===== src/rtl/btb_pkg.sv =====
// Shared types, sizing and PC field helpers for the branch target buffer.
// Optional same-cycle write bypass is selected with BTB_WR_BYPASS_EN in btb_predictor.
package btb_pkg;

  localparam int unsigned ENTRIES = 16;
  localparam int unsigned IDX_W   = $clog2(ENTRIES);
  localparam int unsigned TAG_W   = 32 - IDX_W - 2;

  typedef logic [1:0]       ctr_t;
  typedef logic [IDX_W-1:0] idx_t;
  typedef logic [TAG_W-1:0] tag_t;

  localparam ctr_t CTR_SNT   = 2'b00;
  localparam ctr_t CTR_WNT   = 2'b01;
  localparam ctr_t CTR_WT    = 2'b10;
  localparam ctr_t CTR_ST    = 2'b11;
  localparam ctr_t CTR_ALLOC = CTR_WT;

  typedef enum logic {
    ST_IDLE,
    ST_SWEEP
  } state_t;

  // Word-aligned PC: bits [1:0] never take part in indexing or tagging.
  function automatic idx_t get_idx(input logic [31:0] pc);
    return pc[IDX_W+1:2];
  endfunction

  function automatic tag_t get_tag(input logic [31:0] pc);
    return pc[31:IDX_W+2];
  endfunction

endpackage


===== src/rtl/sat_counter2.sv =====
// Two-bit saturating counter next-state: increment on taken, decrement otherwise.
module sat_counter2
  import btb_pkg::*;
(
  input  ctr_t ctr_in,
  input  logic taken,
  output ctr_t ctr_out
);

  always_comb begin
    ctr_out = ctr_in;
    if (taken) begin
      if (ctr_in != CTR_ST) ctr_out = ctr_in + 2'd1;
    end else begin
      if (ctr_in != CTR_SNT) ctr_out = ctr_in - 2'd1;
    end
  end

endmodule


===== src/rtl/btb_predictor.sv =====
// Direct-mapped BTB with 2-bit counters, zero-latency lookup and a flush sweep FSM.
// Define BTB_WR_BYPASS_EN to forward a same-cycle update into the lookup result.
module btb_predictor
  import btb_pkg::*;
(
  input  logic        clk,
  input  logic        rst,
  input  logic [31:0] fetch_pc,
  output logic [31:0] btb_target_pc,
  output logic        btb_pc_valid,
  output logic        btb_pc_predictTaken,
  input  logic        upd_en,
  input  logic [31:0] upd_pc,
  input  logic [31:0] upd_target,
  input  logic        upd_taken,
  input  logic        flush_req,
  output logic        flush_busy
);

  logic [ENTRIES-1:0] valid_q;
  ctr_t               ctr_q [ENTRIES];
  tag_t               tag_q [ENTRIES];
  logic [31:0]        tgt_q [ENTRIES];

  state_t state;
  idx_t   idx_cnt;

  idx_t  upd_idx;
  tag_t  upd_tag;
  logic  upd_hit;
  logic  upd_go;
  logic  upd_train;
  logic  upd_alloc;
  ctr_t  ctr_nxt;

  idx_t        look_idx;
  tag_t        look_tag;
  logic        hit_v;
  logic [31:0] hit_tgt;
  ctr_t        hit_ctr;

  // Training decode: a flush request in the same cycle takes priority over the update.
  always_comb begin
    upd_idx   = get_idx(upd_pc);
    upd_tag   = get_tag(upd_pc);
    upd_hit   = valid_q[upd_idx] && (tag_q[upd_idx] == upd_tag);
    upd_go    = upd_en && (state == ST_IDLE) && !flush_req;
    upd_train = upd_go && upd_hit;
    upd_alloc = upd_go && !upd_hit && upd_taken;
  end

  sat_counter2 u_ctr (
    .ctr_in  (ctr_q[upd_idx]),
    .taken   (upd_taken),
    .ctr_out (ctr_nxt)
  );

  // Flush sweep FSM.
  always_ff @(posedge clk or posedge rst) begin
    if (rst) begin
      state   <= ST_IDLE;
      idx_cnt <= '0;
    end else begin
      case (state)
        ST_IDLE: begin
          idx_cnt <= '0;
          if (flush_req) state <= ST_SWEEP;
        end
        ST_SWEEP: begin
          idx_cnt <= idx_cnt + IDX_W'(1);
          if (idx_cnt == IDX_W'(ENTRIES - 1)) state <= ST_IDLE;
        end
        default: state <= ST_IDLE;
      endcase
    end
  end

  assign flush_busy = (state == ST_SWEEP);

  // Valid bits and counters need reset; the sweep clears one valid bit per cycle.
  always_ff @(posedge clk or posedge rst) begin
    if (rst) begin
      valid_q <= '0;
      for (int i = 0; i < int'(ENTRIES); i++) ctr_q[i] <= CTR_SNT;
    end else if (state == ST_SWEEP) begin
      valid_q[idx_cnt] <= 1'b0;
    end else if (upd_alloc) begin
      valid_q[upd_idx] <= 1'b1;
      ctr_q[upd_idx]   <= CTR_ALLOC;
    end else if (upd_train) begin
      ctr_q[upd_idx]   <= ctr_nxt;
    end
  end

  // Tags and targets are only meaningful behind a valid bit, so they carry no reset.
  always_ff @(posedge clk) begin
    if (upd_alloc) begin
      tag_q[upd_idx] <= upd_tag;
      tgt_q[upd_idx] <= upd_target;
    end else if (upd_train && upd_taken) begin
      tgt_q[upd_idx] <= upd_target;
    end
  end

  // Combinational lookup against the array (optionally the in-flight write).
  always_comb begin
    look_idx = get_idx(fetch_pc);
    look_tag = get_tag(fetch_pc);
    hit_v    = valid_q[look_idx] && (tag_q[look_idx] == look_tag);
    hit_tgt  = tgt_q[look_idx];
    hit_ctr  = ctr_q[look_idx];
`ifdef BTB_WR_BYPASS_EN
    if ((upd_train || upd_alloc) && (upd_idx == look_idx) && (upd_tag == look_tag)) begin
      hit_v   = 1'b1;
      hit_tgt = upd_taken ? upd_target : tgt_q[upd_idx];
      hit_ctr = upd_alloc ? CTR_ALLOC : ctr_nxt;
    end
`endif
    btb_pc_valid        = (state == ST_IDLE) && hit_v;
    btb_target_pc       = btb_pc_valid ? hit_tgt : 32'h0;
    btb_pc_predictTaken = btb_pc_valid && hit_ctr[1];
  end

endmodule


===== config.mk =====
export PLATFORM = sky130hd
export DESIGN_NAME = btb_predictor
export DESIGN_NICKNAME = d
export VERILOG_FILES = /design/src/rtl/btb_pkg.sv /design/src/rtl/sat_counter2.sv /design/src/rtl/btb_predictor.sv
export SDC_FILE = /design/constraint.sdc
export NUM_CORES = 1
export LEC_CHECK = 0
export ABC_AREA = 1
export CELL_PAD_IN_SITES_DETAIL_PLACEMENT = 0
export CELL_PAD_IN_SITES_GLOBAL_PLACEMENT = 1
export CORE_MARGIN = 2
export CORE_UTILIZATION = 36
export DETAILED_ROUTE_END_ITERATION = 7
export PLACE_DENSITY = 0.72
export REMOVE_ABC_BUFFERS = 1
export SKIP_CTS_REPAIR_TIMING = 1
export SYNTH_ARGS = -nofsm -noshare
export SYNTH_HDL_FRONTEND = slang
export SYNTH_SLANG_ARGS = --single-unit

===== constraint.sdc =====
create_clock -name clk -period 5.6 [get_ports clk]
set_input_delay 1.12 -clock clk [delete_from_list [all_inputs] [get_ports clk]]
set_output_delay 1.12 -clock clk [all_outputs]
set_load 0.02 [all_outputs]

; ---- Word level (Yosys, flattened, before mapping)
; Memory sizes are Yosys's and may differ from the RTL's.
; Index checks and enable logic that the tools add are counted.
; Widths: inputs -> output; s select.
[classes]
addsub = 3
order_cmp = 8
eq_ne = 4
mux = 35
bitwise = 10
n_reduce_logical = 19
[op_table]
columns = cell, n
row1 = $mux 32, 4
row2 = $eq 26x26->1, 2
row3 = $and 16x16->16, 2
row4 = $bwmux 32, 1
row5 = $mux 16, 2
row6 = $not 16->16, 2
row7 = $or 16x16->16, 2
row8 = $bmux 2 s4, 2
row9 = $mux 2, 8
row10 = $lt 4x5->1 const B, 3
row11 = $logic_and 1x1->1, 13
row12 = $mux 1, 11
row13 = $ge 5x5->1 const B, 2
row14 = $not 4->5, 2
row15 = $bmux 1 s4, 2
row16 = $demux 1 s4, 2
row17 = $demux 2 s4, 1
row18 = $ge 4x1->1 const B, 2
row19 = $pmux 4 s2, 1
row20 = $reduce_bool 2->1, 3
row21 = $lt 5x1->1 const B, 1
row22 = $add 4x1->4 const B, 1
row23 = $eq 4x4->1 const B, 1
row24 = $add 2x1->2 const B, 1
row25 = 7 further kinds, 8
[word_totals]
regBits = 53
ram_bits = 928
input_bits = 101
output_inout_bits = 35
word_cells = 100
mem_count = 2
[memory_table]
columns = memory, depth, width, read_ports, rd_clocked_by_memory_dff, write_ports, line
row1 = tgt_q, 16, 32, 1, 0, 1, btb_predictor.sv:23  ; logic [31:0] tgt_q [ENTRIES];
row2 = tag_q, 16, 26, 2, 0, 1, btb_predictor.sv:22  ; tag_t tag_q [ENTRIES];

; ---- Logic depth before layout (Yosys ltp)
; Gate-level depths: netlist of the first run.
[depth]
depth_word = 10
ltp_mapped = 23
ltp_nobuf = 20

; ---- By module
; A second synthesis of the first run with hierarchy kept.
[hier_totals]
cells_unflattened = 4350
area_unflattened_um2 = 44720.4
[modules_own_cells]
columns = module, instances, cells_each, area_per_inst_um2, seq_area_each_um2
row1 = btb_predictor, 1, 4344, 44695.4, 29193.0
row2 = sat_counter2, 1, 6, 25.0, 0.0

; ---- Least setup slack after synthesis of the first run
; No wires, ideal clock.
[synth_timing]
kind = input -> register
startpoint = input port flush_req
endpoint = memory tag_q[11][0] (netlist name) (enable)
setup_ps = 381
t_arrival_ps = 4704
t_required_ps = 5219
setup_slack_ps = 515
stages = 7
path_buffers = 0
cell_sequence = inv_1 -> nand3_1 -> nor2_1 -> inv_1 -> nor3_1 -> nand2_1 -> inv_1
[synth_between]
elab_chain_cells = 6
[synth_rtl]
columns = element, line
row1 = from (decl), btb_predictor.sv:16  ; input logic flush_req,
row2 = $logic_not 1->1, btb_predictor.sv:47  ; upd_go = upd_en && (state == ST_IDLE) && !flush_req;
row3 = $logic_and 1x1->1, btb_predictor.sv:47
row4 = $logic_and 1x1->1 (2 in series), btb_predictor.sv:49  ; upd_alloc = upd_go && !upd_hit && upd_taken;
row5 = $mux 1, btb_predictor.sv:97  ; if (upd_alloc) begin
row6 = $mux 1 (not written as such), btb_predictor.sv:98  ; tag_q[upd_idx] <= upd_tag;
row7 = to (decl), btb_predictor.sv:22
; Every way passes these cells.

; ---- Final worst setup path of the first run
[layout_timing]
startpoint = input port fetch_pc[3]
endpoint = output port btb_target_pc[26]
[layout_between]
elab_chain_cells = 5
word_cells_on_any_way = 8
classes_between = 1 x eq/ne / 3 x mux / 2 x reduce/logical / 2 x memory
[layout_rtl]
columns = element, line
row1 = from (decl), btb_predictor.sv:8  ; input logic [31:0] fetch_pc,
row2 = $mem_v2 16x26 or $bmux 1 s4 (tied branches), n/a
row3 = $eq 26x26->1 or $mux 1 (tied branches), btb_predictor.sv:109  ; hit_v = valid_q[look_idx] && (tag_q[look_idx] == look_tag);
row4 = $logic_and 1x1->1, btb_predictor.sv:109
row5 = $logic_and 1x1->1, btb_predictor.sv:119  ; btb_pc_valid = (state == ST_IDLE) && hit_v;
row6 = $mux 32 *, btb_predictor.sv:120  ; btb_target_pc = btb_pc_valid ? hit_tgt : 32'h0;
row7 = to (decl), btb_predictor.sv:9  ; output logic [31:0] btb_target_pc,
; Mark *: on every way between the ends. The rest lies on a longest branch, timed or not. The select of a mux whose other input is x is not followed.

==> metrics, run 1 <==
sw frac=between 20% and 30%; slowest cell delay on critical path=0.59 ns; RSZ-0062 raised after global routing=no; Reg clk slew, reported paths=about 0.07 ns; Ys Warns=0; combinational share of power=9.5%; port buffer count=around 130; drt initial violations=3594; post-DP HPWL=79920 µm; CP Class=in -> out; I/O pin total=136; Final Hold Viols=0; Synth Cell Area=0.04483 mm²; Buf+Inv Stages, Crit Path=6; DRC viols=0; pwr dens=311.1 mW/mm²; Hold Path Origin=ctr_q[27]; CTS root buf=clkbuf_16; reg2reg end=tgt_q[10][2]; post-DR wirelength/cell=23.12 µm; sequential-to-total area share from yosys stat=65.11%; outcome=finished, final reports clean; P_sw=around 4.0 mW; nets=4627; via count=about 34000; Final WS setup=about 0.22 ns; row cnt=129; total gr overflow=0; Synth async-reset ratio=5.403%; clock buffer depth=3; CP Capture Type=primary output; Total Routed Length=~140000 µm; reg-to-reg slack, setup=2.02 ns; filler cell count=11740; Final ANT Viol Nets=0; CTS tree=built; relative slew slack=42.60%; Die X=approximately 360 µm; Placer Congestion=0.8645; Fmax=185.8 MHz; Synth cell types=38; VDD IR max=255.8 µV; die area=0.1274 mm²; total CTS buffers=100; Tightest Hold Check Type=reg -> reg; Reg power frac=50.4%; RR Startpoint=flush_busy; CP Depth=16; Layout Skew=0.02545 ns; total track usage=22.08%; largest net degree at the start of global routing=between 100 and 150; H-tree levels=3; worst slew pin tran=0.8609 ns; fraction of layout cells with a size suffix above 1=between 7 and 8%; ys flop type=edfxtp_1; CTS sink count=slightly below 1000; DR pass1 iterations=6; fin crit period=5.381 ns; final setup violation count=0; Final TNS setup=0 ns; Leak=18.88 nW; clk_lat worst skew=approximately 0.7 ns; syn_area_per_cell=10.11 µm²; Via density=5.486; design area=0.05196 mm²; largest delay contributor family on the critical path=buffers and inverters; worst-path cell chain=buf_8, inv_8, buf_12, o21ai_0, o221ai_1, o211ai_1, nand2_1, o22ai_1, nor2_1, nand2_1, nor2_1, nand2_2, buf_12, nor3_1, buf_4, clkdlybuf4s50_1; first-pass GRT wire length=209600 µm; CP required=4.48 ns; Max Slew Vio Count=0; Internal Power=12.21 mW; critical path peak fanout=36; Placement Cell Area=0.04879 mm²; Hold EP=ctr_q[27]; cells after synthesis=4434; Initial Util=a little over a third; die height=around 360 µm; sequential cell area=0.02919 mm²; period utilization=96.09%; vias in the first global route=32220; critical path arrival=4.26 ns; #FFs+latches synth=981; Multi-input gate area=0.01407 mm²; depth of the worst hold-timing path=2; Post-synth EDFFs=928; Setup WS pre-CTS=approximately 0.070 ns; Max-Cap Viols=0; initial antenna violation count=10; slowest cell on the critical path=clkdlybuf4s50_1; Clk pwr share=40.1%; P&R area growth vs syn=15.90%; FF-to-FF path depth=7; CORE AREA=0.1236 mm²; CP startpoint kind=input pin
-- worst max-delay path by stage --
stage                     start  slack, ns                   to
floorplan           fetch_pc[2]      -4.90  btb_pc_predictTaken
global placement    fetch_pc[3]       0.07  btb_pc_predictTaken
detailed placement  fetch_pc[3]       0.07     btb_target_pc[2]
CTS                 fetch_pc[3]       0.07     btb_target_pc[2]
global route        fetch_pc[2]       0.02    btb_target_pc[26]
finish              fetch_pc[3]       0.22    btb_target_pc[26]
-- cells in the mapped netlist (5+ instances only) --
cell	number	area, µm²
nor2_1	377	1415
clkbuf_1	191	716.9
nand4_1	5	31.28
edfxtp_1	928	27870
o21bai_1	10	75.07
buf_1	42	157.7
o221ai_1	44	385.4
xnor2_1	10	87.58
o21ai_1	45	225.2
o21ai_0	266	1331
nor3_1	49	245.2
o22ai_1	38	237.7
nand3_1	175	875.8
a31oi_1	7	43.79
o211ai_1	41	307.8
buf_2	51	255.2
a221oi_1	120	1051
inv_1	149	559.3
a22oi_1	16	120.1
nand2_1	1428	5360
o31ai_1	37	277.8
dfrtp_1	53	1326
buf_4	10	75.07
a21oi_1	309	1546
-- worst register-to-register path, cell delays in order (launching register included) --
cell and delay (ns):
dfrtp_1 0.53, clkinv_1 0.26, nand3_1 0.26, nor2_1 0.22, clkinv_1 0.43, buf_4 0.45, nor2_4 0.53, buf_4 0.54
-- through the flow --
step           hold WS (ns)  utilization [%]  total power, mW  std cells
2_1_floorplan        0.4487                -            9.072       4139
3_3_place_gp         0.4678            39.47            9.811       6057
3_5_place_dp         0.4747            39.47            9.821       6057
4_1_cts              0.4910            42.01            16.26       6232
5_1_grt              0.5118            42.02            16.68       6235
6_report             0.4901            42.03            16.17       6236
-- flip-flops by register name (all words and copies together), names as in the netlist --
register,count
idx_cnt,4
flush_busy,1
valid_q,16
tag_q,416
ctr_q,32
tgt_q,512
-- power groups by stage --
stage	Clock, mW	Sequential (mW)	Combinational (mW)
5_1_grt	6.85	8.16	1.68
4_1_cts	6.59	8.15	1.52
3_3_place_gp	0	8.30	1.51
3_5_place_dp	0	8.30	1.52
2_1_floorplan	0	8.29	0.780
6_report	6.48	8.15	1.54
-- cell type report --
type                            instances  share of cell area [%]
Clock inverter                         54                   1.081
Tap cell                             1637                   3.942
Antenna cell                            4                 0.01926
Sequential cell                       981                   56.18
Multi-Input combinational cell       3003                   27.09
Timing Repair Buffer                  281                   5.543
Clock buffer                          121                   4.968
Inverter                              155                   1.175
-- layout by cell type, fill, tap and decap left out, drive strengths merged --
cell type	synthesis	layout
nand2	1432	1432
edfxtp	928	928
nor2	380	380
o21ai	311	311
a21oi	310	310
nand3	175	175
buf	104	156
inv	152	154
clkdlybuf4s50	0	125
clkbuf	191	121
a221oi	120	120
dfrtp	53	53
nor3	49	49
o221ai	44	44
clkinv	3	42
o211ai	41	41
o22ai	38	38
o31ai	37	37
a22oi	16	16
o21bai	10	10
xnor2	10	10
bufinv	0	8
a31oi	7	7
nand4	5	5
clkinvlp	0	5
diode	0	4
o21a	4	4
xor2	4	4
ha	4	4
and2	2	2
a32oi	2	2
nand3b	1	1
a21boi	1	1
-- layer usage --
layer / share of wire (%) / up-vias / wire length (µm) / GRT usage [%]
met4: 3.0 / 6 / 4319 / 7.639
li1: - / 15800 / - / -
met3: 7.1 / 245 / 10170 / 3.122
met5: 0.031 / - / 44 / 0
met1: 43 / 16800 / 61750 / 29.96
met2: 47 / 1363 / 67880 / 36.32
-- cells by family after synthesis --
| kind of cell | count (synthesis) | share of synthesized area (%) |
|---|---|---|
| xor+xnor | 14 | 0.2735 |
| flops | 981 | 65.11 |
| buf+inv | 450 | 4.010 |
| simple gates | 2044 | 17.84 |
| fa+ha+maj | 4 | 0.1116 |
| compound gates | 941 | 12.65 |
Power figures use the tool's default switching activity.
==> run 2, diff against run 1 <==
CTS_BUF_LIST = sky130_fd_sc_hd__clkbuf_8   (was unset)
==> metrics, run 2 (synthesis results as in run 1) <==
CTS root buf=clkbuf_8; slowest cell delay on critical path=0.60 ns; most common cell after layout, fill and taps aside=nand2_1; CORE AREA=0.1236 mm²; Tightest Hold Check Type=reg -> reg; CP Capture Type=primary output; nets=4684; Reg clk slew, reported paths=0.06 ns; vias in the first global route=32900; Final TNS setup=0 ns; top flop regs=tgt_q x512, tag_q x416, ctr_q x32; FF-to-FF path depth=7; final setup violation count=0; post-DP HPWL=79920 µm; Hold WS=~0.49 ns; Via density=5.440; outcome=finished, final reports clean; Max-Cap Viols=0; Max Slew Vio Count=0; P&R area growth vs syn=15.04%; clk_lat worst skew=between 0.8 and 0.9 ns; via count=around 34000; period utilization=96.05%; total track usage=22.32%; CP Class=in -> out; CTS tree=built; Final WS setup=roughly 0.22 ns; DR pass1 iterations=6; DRC viols=0; Total Routed Length=144800 µm; Hold Path Origin=ctr_q[3]; fin crit period=between 5 and 6 ns; CTS sink count=between 900 and 1000; die area=0.1274 mm²; die height=356.9 µm; critical path arrival=4.26 ns; Internal Power=11.24 mW; combinational share of power=10.1%; largest net degree at the start of global routing=133; Initial Util=36.26%; row cnt=129; largest reg by FF count=tgt_q; P_sw=4.007 mW; I/O pin total=136; H-tree levels=4; RSZ-0062 raised after global routing=no; Final Hold Viols=0; fraction of layout cells with a size suffix above 1=under 10%; initial antenna violation count=12; RR Startpoint=flush_busy; port buffer count=131; critical path peak fanout=36; filler cell count=roughly 12000; fin util=41.72%; reg-to-reg slack, setup=2.04 ns; total CTS buffers=157; Setup WS pre-CTS=~0.07 ns; CP startpoint kind=input pin; worst slew pin tran=0.8728 ns; drt initial violations=3426; VDD IR max=about 180 µV; reg2reg end=tgt_q[10][26]; relative slew slack=41.63%; Hold EP=ctr_q[3]; Clk pwr share=36.5%; Die X=between 300 and 400 µm; Layout Skew=0.03192 ns; Design Power=15.25 mW; CP required=approximately 4.5 ns; Fmax=185.9 MHz; pwr dens=295.7 mW/mm²; sw frac=a little over a quarter; most frequent cells in the layout=1427 x nand2_1, 928 x edfxtp_1, 353 x nor2_1; Reg power frac=53.5%; Final ANT Viol Nets=0; total gr overflow=0; first-pass GRT wire length=about 210000 µm; max reg flops=between 500 and 600; slowest cell on the critical path=clkdlybuf4s50_1; Placer Congestion=about 0.86; Leak=18.96 nW; post-DR wirelength/cell=22.86 µm; clock buffer depth=3; worst-path cell chain=buf_8, inv_8, buf_12, buf_4, o21ai_0, o221ai_1, nand3_1, nand2_1, o22ai_1, nor2_1, nand2_1, nor2_1, nand2_2, buf_12, nor3_1, buf_4, clkdlybuf4s50_1; depth of the worst hold-timing path=2
run 2: changes by cell type in the layout (fill, tap and decap cells not counted), sizes merged:
cell / before / now
bufinv: 8 / 0
clkbuf: 121 / 161
inv: 154 / 205
clkinv: 42 / 58
clkinvlp: 5 / 2
run 2: worst max-delay path by stage:
stage                 from                   to  slack (ns)  depth (start not counted)
6_report       fetch_pc[3]    btb_target_pc[15]        0.22                         17
5_1_grt        fetch_pc[2]    btb_target_pc[26]        0.02                         19
3_3_place_gp   fetch_pc[3]  btb_pc_predictTaken        0.07                         14
2_1_floorplan  fetch_pc[2]  btb_pc_predictTaken       -4.90                         10
4_1_cts        fetch_pc[3]     btb_target_pc[2]        0.06                         14
3_5_place_dp   fetch_pc[3]     btb_target_pc[2]        0.07                         14
run 2: routing by layer:
metal  GRT usage (%)  share of wire (%)  vias up
met5               0              0.030        -
met4           8.261                3.1        6
met3           3.964                7.2      276
met2           36.36                 47     1402
met1           29.86                 42    16850
li1                -                  -    15910
run 2: area by class of cell:
type                    instances  area, µm²  share of cell area, %
clock buffers                 161       2216                  4.296
flip-flops and latches        981      29190                  56.60
inverters                     155      610.6                  1.184
multi-input cells            3003      14070                  27.29
well taps                    1637       2048                  3.971
repair buffers                281       2880                  5.584
clock inverters               110      544.3                  1.055
diodes                          4      10.01                0.01941
run 2: stage by stage:
stage	area, µm²	std cells
finish	51580	6332
detailed placement	48790	6057
floorplan	43620	4139
global route	51580	6332
CTS	51550	6328
global placement	48790	6057
run 2: power by group through the flow:
stage                     logic (mW)  registers [mW]  clock network [mW]
after global routing            1.68            8.16                5.97
final                           1.53            8.15                5.56
after CTS                       1.52            8.15                5.69
after global placement          1.51            8.30                   0
after floorplan                0.780            8.29                   0
after detailed placement        1.52            8.30                   0
run 2: critical path: cells and delay by family:
kind / cells / cell delay (ns)
AO/OA/AOI/OAI: 3 / 0.40
AND/OR/NAND/NOR: 7 / 0.85
buffers and inverters: 7 / 1.76
